<file path="src/rtl/cp0_int_ctrl.sv">
// CP0 interrupt controller: Status/Cause/EPC registers, hw_int synchronizer,
// interrupt request/acknowledge handshake with the pipeline and ERET redirect.
// Ports:
//   clk, rst            clock, asynchronous active-low reset
//   timer_int, hw_int   interrupt sources (timer synchronous, hw_int asynchronous)
//   reg_we/reg_addr/wdata/rdata  MTC0 write port, combinational MFC0 read
//   pc_in, bd_in        interrupt point PC and branch-delay flag
//   int_req, int_ack    interrupt request handshake
//   eret                exception return retiring
//   redirect_valid/pc   one-cycle fetch redirect
`timescale 1ns/1ps
module cp0_int_ctrl #(
    parameter logic [31:0] VECTOR      = 32'h0000_0180,
    parameter int unsigned SYNC_STAGES = 2
) (
    input  logic        clk,
    input  logic        rst,
    input  logic        timer_int,
    input  logic [4:0]  hw_int,
    input  logic        reg_we,
    input  logic [4:0]  reg_addr,
    input  logic [31:0] wdata,
    output logic [31:0] rdata,
    input  logic [31:0] pc_in,
    input  logic        bd_in,
    output logic        int_req,
    input  logic        int_ack,
    input  logic        eret,
    output logic        redirect_valid,
    output logic [31:0] redirect_pc
);

    localparam int unsigned HW_W = 5;
    localparam logic [4:0] ADDR_STATUS = 5'd12;
    localparam logic [4:0] ADDR_CAUSE  = 5'd13;
    localparam logic [4:0] ADDR_EPC    = 5'd14;

    typedef enum logic [1:0] {IDLE, REQ, SERVICE} state_t;

    state_t state, state_d;

    logic [SYNC_STAGES-1:0][HW_W-1:0] sync_q;
    logic [7:0]  status_im;
    logic        status_exl;
    logic        status_ie;
    logic        cause_bd;
    logic [5:0]  cause_ip_hw;   // IP[7:2]: timer + synchronized hw_int
    logic [1:0]  cause_sw;      // IP[1:0]: software bits
    logic [31:0] epc;

    logic        pending;
    logic        take_int;
    logic        do_ret;
    logic        int_req_d;
    logic        redirect_valid_d;
    logic [31:0] redirect_pc_d;
    logic        wr_status;
    logic        wr_cause;
    logic        wr_epc;

    logic unused_wdata;
    assign unused_wdata = ^{wdata[31:16], wdata[7:2]};

    assign wr_status = reg_we && (reg_addr == ADDR_STATUS);
    assign wr_cause  = reg_we && (reg_addr == ADDR_CAUSE);
    assign wr_epc    = reg_we && (reg_addr == ADDR_EPC);

    assign pending = (|({cause_ip_hw, cause_sw} & status_im)) & status_ie & ~status_exl;

    // Combinational register read; writes become visible after the edge
    always_comb begin
        rdata = '0;
        case (reg_addr)
            ADDR_STATUS: rdata = {16'h0, status_im, 6'h0, status_exl, status_ie};
            ADDR_CAUSE:  rdata = {cause_bd, 15'h0, cause_ip_hw, cause_sw, 8'h0};
            ADDR_EPC:    rdata = epc;
            default:     rdata = '0;
        endcase
    end

    // Next-state and registered-output logic; an ack in REQ beats everything
    always_comb begin
        state_d          = state;
        int_req_d        = 1'b0;
        redirect_valid_d = 1'b0;
        redirect_pc_d    = redirect_pc;
        take_int         = 1'b0;
        do_ret           = 1'b0;
        case (state)
            IDLE: begin
                if (pending) begin
                    state_d   = REQ;
                    int_req_d = 1'b1;
                end
            end
            REQ: begin
                if (int_ack) begin
                    take_int = 1'b1;
                    state_d  = SERVICE;
                end else if (pending) begin
                    int_req_d = 1'b1;
                end else begin
                    state_d = IDLE;
                end
            end
            SERVICE: state_d = SERVICE;
            default: state_d = IDLE;
        endcase
        if (!take_int && eret && status_exl) begin
            do_ret    = 1'b1;
            state_d   = IDLE;
            int_req_d = 1'b0;
        end
        if (take_int) begin
            redirect_valid_d = 1'b1;
            redirect_pc_d    = VECTOR;
        end else if (do_ret) begin
            redirect_valid_d = 1'b1;
            redirect_pc_d    = epc;
        end
    end

    // State register and handshake outputs
    always_ff @(posedge clk or negedge rst) begin
        if (!rst) begin
            state          <= IDLE;
            int_req        <= 1'b0;
            redirect_valid <= 1'b0;
            redirect_pc    <= '0;
        end else begin
            state          <= state_d;
            int_req        <= int_req_d;
            redirect_valid <= redirect_valid_d;
            redirect_pc    <= redirect_pc_d;
        end
    end

    // hw_int synchronizer chain
    always_ff @(posedge clk or negedge rst) begin
        if (!rst) begin
            sync_q <= '0;
        end else begin
            sync_q[0] <= hw_int;
            for (int i = 1; i < int'(SYNC_STAGES); i++) begin
                sync_q[i] <= sync_q[i-1];
            end
        end
    end

    // Status / Cause / EPC; hardware events override software writes
    always_ff @(posedge clk or negedge rst) begin
        if (!rst) begin
            status_im   <= '0;
            status_exl  <= 1'b0;
            status_ie   <= 1'b0;
            cause_bd    <= 1'b0;
            cause_ip_hw <= '0;
            cause_sw    <= '0;
            epc         <= '0;
        end else begin
            cause_ip_hw <= {timer_int, sync_q[SYNC_STAGES-1]};
            if (wr_status) begin
                status_im  <= wdata[15:8];
                status_exl <= wdata[1];
                status_ie  <= wdata[0];
            end
            if (wr_cause) begin
                cause_sw <= wdata[9:8];
            end
            if (wr_epc) begin
                epc <= wdata;
            end
            if (take_int) begin
                status_exl <= 1'b1;
                cause_bd   <= bd_in;
                epc        <= bd_in ? (pc_in - 32'd4) : pc_in;
            end else if (do_ret) begin
                status_exl <= 1'b0;
            end
        end
    end

endmodule

</file>
<file path="config.mk">
export PLATFORM = sky130hd
export DESIGN_NAME = cp0_int_ctrl
export DESIGN_NICKNAME = d
export VERILOG_FILES = /design/src/rtl/cp0_int_ctrl.sv
export SDC_FILE = /design/constraint.sdc
export NUM_CORES = 1
export LEC_CHECK = 0
export BUFFER_PORTS_ARGS = -buffer_cell sky130_fd_sc_hd__buf_4
export CELL_PAD_IN_SITES_DETAIL_PLACEMENT = 0
export CELL_PAD_IN_SITES_GLOBAL_PLACEMENT = 1
export CORE_ASPECT_RATIO = 0.75
export CORE_MARGIN = 4
export CORE_UTILIZATION = 30
export DETAILED_ROUTE_END_ITERATION = 6
export GPL_TIMING_DRIVEN = 0
export PLACE_DENSITY = 0.64
export SYNTH_ARGS = -nofsm -noshare
export SYNTH_HDL_FRONTEND = slang
export SYNTH_SLANG_ARGS = --single-unit
</file>
<file path="constraint.sdc">
create_clock -name clk -period 1.5 [get_ports clk]
set_input_delay 0 -clock clk [delete_from_list [all_inputs] [get_ports clk]]
set_output_delay 0 -clock clk [all_outputs]
set_load 0.05 [all_outputs]
</file>
==> results summary, run 1 <==
The total count of hold-check failures in the final report came out at 0. The timing endpoint of the critical path is redirect_pc[13]. In this run the horizontal extent of the chip is 155 um. For the final database, setup skew stands at 0.00860 ns. Using the TritonRoute via totals, the vias-per-cell ratio works out to 4.69.

The ratio of cells with drive above 1 in the final layout came out at 31.7%. The total half-perimeter wirelength after legalization and detailed placement is 11.7 mm. The count of input and output buffers is 146. Of the post-synthesis cell area, the dominant cell type holds 49.6%. The die covers 18400 um2.

The average footprint of a synthesized cell came out at 10.5 um2. The total grt overflow came out at 0. Buffers added to address setup during post-CTS repair amount to 0. The path depth of the worst reg2reg path came out at 5. The ratio of final minimum period to clock period came out at 95.2%.

The I/O pin total came out at 147. The most critical setup path has its startpoint at state[1]. The peak supply drop came out at 0.00104 V. In this run the register-to-register setup slack is 0.07 ns. The final-layout fill cell count came out at 1540. The critical path data required time is 1.74 ns.

The number of antenna violations at the first check in global routing came out at 0. From synthesis to final layout, the design area changed by 49.0%. The overall power came out at 10.7 mW. The iteration-0 DRC count of the detailed router is 212.

Routability-driven placement finished with a final weighted congestion of 0.767. The register bit total from synthesis is 97. The count of unique library cells instantiated by Yosys is 43.

The final design utilization is 45.5%. The biggest area contributor in the post-synthesis netlist is dfrtp_1. The post-synthesis instance area came out at 4890 um2.

The flow ran to the end, and the final reports show no timing, DRC or antenna violations. The clock root buffer master is clkbuf_16. The number of nets in the synthesized netlist is 549. The number of maximum-capacitance violations came out at 0. The number of remaining DRC errors is 0. The row count came out at 40. The initial core utilization is 30.6%. Setup repair after global routing left no endpoint under its margin. The relative max-transition margin is 36.6%. The first detailed-routing pass took 4 iterations. The time the final worst path needs with I/O delays and setup came out at 1.43 ns. Entering global routing, the biggest net connects 98 pins. In this run the critical register-to-register path is captured at redirect_pc[13]. Measured along the y axis, the die boundary spans 119 um. The core region is 16000 um2. The net count of the finished layout is 771. The highest clock frequency the design can meet is 0.700 GHz.

In this run the remaining antenna-violating nets after routing total 0. TritonCTS built the clock tree. Sorting the synthesized cells by area gives the leading types as dfrtp_1, mux2i_1, nand2_1. The total power divided by cell area came out at 1460 nW/um2.

The max-slew violation total from the final report was 0. The final wirelength came out at 16.0 mm. The deepest level of the CTS H-tree came out at 3. The global-route wire length before repair is 25.3 mm.

STA classifies the critical path startpoint as a flip-flop. The number of cells produced by synthesis came out at 467. The clock slew at the register clock pins of the worst setup and hold paths is 0.07 ns. The worst register-to-register path begins at state[1]. Dividing the detail-routed wire length by the instance count gives 17.7 um. The kind of critical path is reg2reg.

The overall via count from detail_route came out at 4240. The clock passes through at most 2 buffers. The yosys synthesis warning count came out at 0. At the pin with the least slew margin, the transition time is 0.951 ns. The via count of the first global-routing pass came to 4554.

The final-report setup violation count is 0. For this design the static power due to leakage is 3.45 nW. The area occupied by registers came out at 2430 um2.

The leading register cell type out of synthesis is dfrtp_1. The number of sinks handled by clock tree synthesis is 97. The number of enable flip-flop cells after synthesis came out at 0. The share of flip-flops with an asynchronous set or reset came out at 100%. The worst min-delay path category is in2reg.

The multi-input combinational cells in the finished layout cover a total of 2360 um2. The sequential area share after synthesis came out at 49.6%. STA classifies the critical path endpoint as a flip-flop. The endpoint arrival time on the critical path came out at 1.66 ns. Of all nets on the critical path, the largest fanout is 10. The clock buffer count from CTS came out at 9. The clock latency on the worst-skew pair came out at 0.35 ns. Global routing consumed, over all layers together, 17.7% of the routing resources.
## worst max-delay path, stage by stage, from the launching register on
cell,delay (ns)
dfrtp_2,0.44
or2_2,0.31
buf_4,0.21
buf_4,0.20
nand3_1,0.09
nand2_1,0.06
## Yosys cell counts, types with 2 or more instances
master     number
a21oi_1         6
a221oi_1        2
a22o_1          4
and2_1         22
buf_1           3
buf_2           2
buf_4           3
buf_6           4
clkbuf_1       13
dfrtp_1        97
inv_1           2
mux2_2         11
mux2i_1        60
nand2_1        92
nand2b_1        2
nand3_1        33
nand3b_1        2
nand4bb_1       2
nor2_1         15
nor3_1         12
nor4_2          6
nor4_4          3
o21a_1          2
o21ai_0        21
o21ai_1         3
or3_1           3
xnor2_1        22
xor2_1          5
## how the worst min path moves through the flow
stage | start | endpoint | cells after the start
finish | int_ack | state[0] | 4
global route | pc_in[28] | epc[28] | 3
CTS | pc_in[28] | epc[28] | 3
detailed placement | hw_int[4] | sync_q[4] | 1
global placement | hw_int[4] | sync_q[4] | 1
floorplan | rst | cause_bd | 0
## state kept, by name, summed over array words and instances (netlist names), 2 cells and up
signal       cells
cause_ip_hw      6
redirect_pc     32
cause_sw         2
epc             32
status_im        8
sync_q          10
state            2
## layer usage
layer | vias up | global-route usage (%) | part of all wire, %
met1 | 2048 | 25.0 | 46
met4 | 0 | 3.83 | 0.95
met3 | 11 | 5.42 | 7.3
li1 | 2058 | - | -
met5 | - | 0 | 0
met2 | 123 | 26.8 | 45
## final cells by class
cell class	instances	share of cell area [%]
Sequential cell	97	33.3
Buffer	25	2.49
Clock inverter	7	1.05
Antenna cell	1	0.0343
Multi-Input combinational cell	343	32.3
Tap cell	210	3.60
Inverter	2	0.103
Timing Repair Buffer	211	24.0
Clock buffer	9	3.09
## what timing repair did
action,in CTS,in global routing
gates resized for setup,17,25
pin swaps,0,1
endpoints found under the hold margin,117,0
hold buffers,65,0
endpoints found under the setup margin,83,82
## placed cells by master (no fill, tap or decap), drive strengths merged, types with 3 or more instances in the layout
| cell type | Yosys | routed |
|---|---|---|
| nor3b | 3 | 3 |
| nor2 | 15 | 15 |
| xnor2 | 22 | 22 |
| o21ai | 24 | 24 |
| inv | 2 | 5 |
| or3 | 4 | 4 |
| dfrtp | 97 | 97 |
| dlygate4sd3 | 0 | 65 |
| mux2i | 60 | 60 |
| xor2 | 5 | 5 |
| a22o | 4 | 4 |
| clkbuf | 13 | 20 |
| nand2 | 92 | 92 |
| buf | 12 | 160 |
| nor4 | 10 | 10 |
| a21oi | 6 | 6 |
| mux2 | 11 | 11 |
| and2 | 22 | 22 |
| nor3 | 14 | 14 |
| nand3 | 34 | 34 |
## logic make-up after synthesis
kind of cell / share of synthesized area, %
and+or+nand+nor: 22.9
adders and majority gates: 0.256
DFF: 49.6
muxes: 14.8
AOI/OAI and AO/OA: 4.65
buffers and inverters: 2.97
xor gates and xnor gates: 4.83
## per-stage QoR
stage | TNS, ns | cells | area [um2] | setup WS, ns | hold WS (ns)
floorplan | 0 | 467 | 4890 | 0.162 | -0.296
global route | 0 | 904 | 7290 | 0.0121 | 0.0327
detailed placement | -28.94 | 823 | 6250 | -0.564 | 0.111
CTS | -3.75 | 904 | 7240 | -0.222 | 0.0186
finish | 0 | 905 | 7290 | 0.0719 | 0.00368
global placement | -27.11 | 823 | 6250 | -0.553 | 0.110
## where the power goes
group / total [mW] / internal [mW] / switching, mW
Combinational: 4.12 / 1.49 / 2.63
Clock: 2.39 / 1.31 / 1.08
Sequential: 4.17 / 3.53 / 0.635
Total: 10.7 / 6.33 / 4.34
(Power assumes the default switching activity.)
==> run 2: changes to the inputs <==
- CORE_UTILIZATION: 30 -> 39
- PLACE_DENSITY: 0.64 -> 0.79
==> results summary, run 2 (synthesis gave the netlist of run 1 again) <==
The worst clock skew is 0.00692 ns (-0.00167 ns). In the layout the commonest cells are buf_4, dfrtp_1, nand2_1. The total routing usage reported by global routing was 21.6% (+3.9 points). The I/O pin total came out at 147 (unchanged). The number of sinks handled by clock tree synthesis came to 97 (unchanged). The startpoint identified for the worst register-to-register timing path is state[0].

The total half-perimeter wirelength after legalization and detailed placement is 11.0 mm (-6.4%). The clock tree from TritonCTS is yes. The switching portion of total power came out at 39.9% (-0.74 points). The kind of capture point of the worst setup path is a flip-flop. The highest fanout seen on the critical path came out at 10 (unchanged). The critical path is of the reg2reg type. The clock share of power was 22.0% (-0.4 points).

The number of antenna violations at the first check in global routing came out at 0 (unchanged). The detailed-router iteration count before antenna repair came out at 5 (+1). The tree is rooted in a clkbuf_16.

The worst setup slack for register-to-register paths was 0.04 ns (-0.03 ns). The area inside the core boundary came out at 12300 um2 (-23%). The critical path starts at state[0]. The iteration-0 DRC count of the detailed router is 266 (+25%).

The endpoint arrival time on the critical path is 1.68 ns (+0.02 ns). The total grt overflow is 0 (unchanged). The most common cell after layout, fill and taps aside is buf_4. The area growth from synthesis to layout is 47.3%. The leakage component of the power came out at 3.44 nW (-0.32%). The clock buffer count from CTS came out at 9 (unchanged). The die width is 137 um (-12%). The timing endpoint of the critical path is redirect_pc[28]. The number of remaining DRC errors is 0 (unchanged). The relative max-transition margin is 17.7% (-19 points). The net count of the finished layout came out at 771 (unchanged).

The routed length per placed instance is 17.7 um (+0.18%). The count of input and output buffers came out at 146 (unchanged). The worst min-delay path category is in2reg. The clock slew at the register clock pins of the worst setup and hold paths is 0.07 ns (about the same). The total power divided by cell area came out at 1480 nW/um2 (+0.82%).

In this run the critical register-to-register path is captured at redirect_pc[28]. The largest registers in the layout are epc x32, redirect_pc x32, sync_q x10. The measured slew at the worst slew-check pin is 1.23 ns (+0.283 ns). STA classifies the critical path startpoint as a flip-flop. The number of buffers added for setup after CTS is 0 (unchanged).

The weighted congestion reported at the end of routability-driven placement came to 0.875 (+14%). The peak supply drop is 0.00105 V (+1.1%). The run finished with clean final reports. The post-layout worst setup margin came out at 0.0427 ns (-0.0292 ns). The final cell count without fillers is 859 (-5.1%). The deepest level of the CTS H-tree is 3 (unchanged). The critical path data required time is 1.73 ns (about the same). The internal power is 6.39 mW (+0.86%). The ratio of cells with drive above 1 in the final layout is 31.0% (-0.68 points). The area occupied by registers is 2430 um2 (about the same). The final-layout fill cell count came out at 1092 (-29%).

The pre-CTS setup slack came out at -0.395 ns (+0.169 ns). The final wirelength was 15.2 mm (-4.9%). The via count of the first global-routing pass came out at 4381 (-3.8%). The power spent charging and discharging nets came out at 4.25 mW (-2.2%). The area enclosed by the die boundary was 14400 um2 (-22%). The logic gate share of total power came to 38.6% (about the same). The maximum number of pins on one net before global-route repair is 98 (unchanged). The antenna violation net count after detailed routing was 0 (unchanged).

The time the final worst path needs with I/O delays and setup is 1.46 ns (+0.0292 ns). The final-report setup violation count came out at 0 (unchanged). The area of combinational cells with multiple inputs is 2350 um2 (-0.37%). The total count of hold-check failures in the final report came to 0 (unchanged). The path depth of the worst reg2reg path came to 6 (+1). The number of instances in the placed design is 779 (-5.3%).

The highest clock frequency the design can meet is 0.686 GHz (-2.0%). The die boundary height came to 105 um (-11%). The clock latency on the worst-skew pair was 0.34 ns (about the same). The maximum root-to-sink buffer count is 2 (unchanged). The initial core utilization was 39.9% (+9.4 points). The power share of the sequential group is 39.4% (+0.4 points).

The max-slew violation total from the final report came out at 0 (unchanged). The ratio of final minimum period to clock period came out at 97.2% (+1.9 points). The global-route wire length before repair came out at 24.0 mm (-5.4%). The overall via count from detail_route is 4302 (+1.5%). The row count came out at 35 (-13%). The antenna diode count came out at 0 (-1). The average vias per placed instance is 5.01 (+6.9%).

The number of maximum-capacitance violations was 0 (unchanged).
-- run 2: changes by cell type in the layout (fill, tap and decap cells not counted), moves of 2 or more --
cell,before,now
clkbuf_8,0,2
buf_4,150,152
clkbuf_2,5,9
clkinv_2,2,0
buf_6,7,4
inv_6,2,0
-- run 2: layer usage --
layer  vias to the layer above  GRT usage (%)  share of wire [%]
met4                         0           4.34               0.93
met1                      2099           30.6                 47
li1                       2047              -                  -
met3                        15           5.63                7.0
met2                       141           33.4                 45
met5                         -              0                  0
-- run 2: final cells by class --
cell class | count | share of cell area [%]
Sequential cell | 97 | 33.7
Multi-Input combinational cell | 343 | 32.6
Timing Repair Buffer | 211 | 24.2
Clock buffer | 13 | 3.61
Tap cell | 166 | 2.88
Buffer | 25 | 2.36
Clock inverter | 2 | 0.521
Inverter | 2 | 0.104
-- run 2: worst max-delay path, stage by stage (launching register included) --
cell	delay, ns
dfrtp_1	0.35
nand2_1	0.11
or2_2	0.30
buf_4	0.19
clkbuf_4	0.22
nand3_1	0.11
nand2_1	0.06
-- run 2: worst min path at each step --
stage | start | endpoint | slack (ns) | cells after the start
2_1_floorplan | rst | cause_bd | -0.30 | 0
3_5_place_dp | hw_int[0] | sync_q[0] | 0.11 | 1
6_report | pc_in[21] | epc[21] | 0.007 | 3
3_3_place_gp | hw_int[2] | sync_q[2] | 0.11 | 1
5_1_grt | pc_in[28] | epc[28] | 0.02 | 3
4_1_cts | pc_in[18] | epc[18] | 0.001 | 3
-- run 2: what timing repair did --
action | 4_1_cts | 5_1_grt
gates resized for setup | 15 | 19
endpoints found under the hold margin | 147 | 0
hold buffers | 65 | 0
endpoints found under the setup margin | 76 | 65
-- run 2: metrics by stage --
stage | util [%] | hold WS (ns) | total power, mW | area (um2) | setup TNS (ns)
2_1_floorplan | - | -0.296 | 6.67 | 4890 | 0
5_1_grt | 58.8 | 0.0213 | 11.2 | 7210 | -0.00717
3_3_place_gp | 50.5 | 0.110 | 8.04 | 6200 | -16.60
6_report | 58.8 | 0.00699 | 10.6 | 7210 | 0
3_5_place_dp | 50.5 | 0.111 | 8.14 | 6200 | -19.50
4_1_cts | 58.5 | 0.00148 | 10.7 | 7170 | 0
-- run 2: power groups by stage --
stage	combinational, mW	clock, mW	sequential, mW
2_1_floorplan	1.37	0	5.30
3_3_place_gp	3.88	0	4.16
5_1_grt	4.43	2.49	4.30
3_5_place_dp	3.93	0	4.20
4_1_cts	4.11	2.38	4.17
6_report	4.10	2.34	4.19
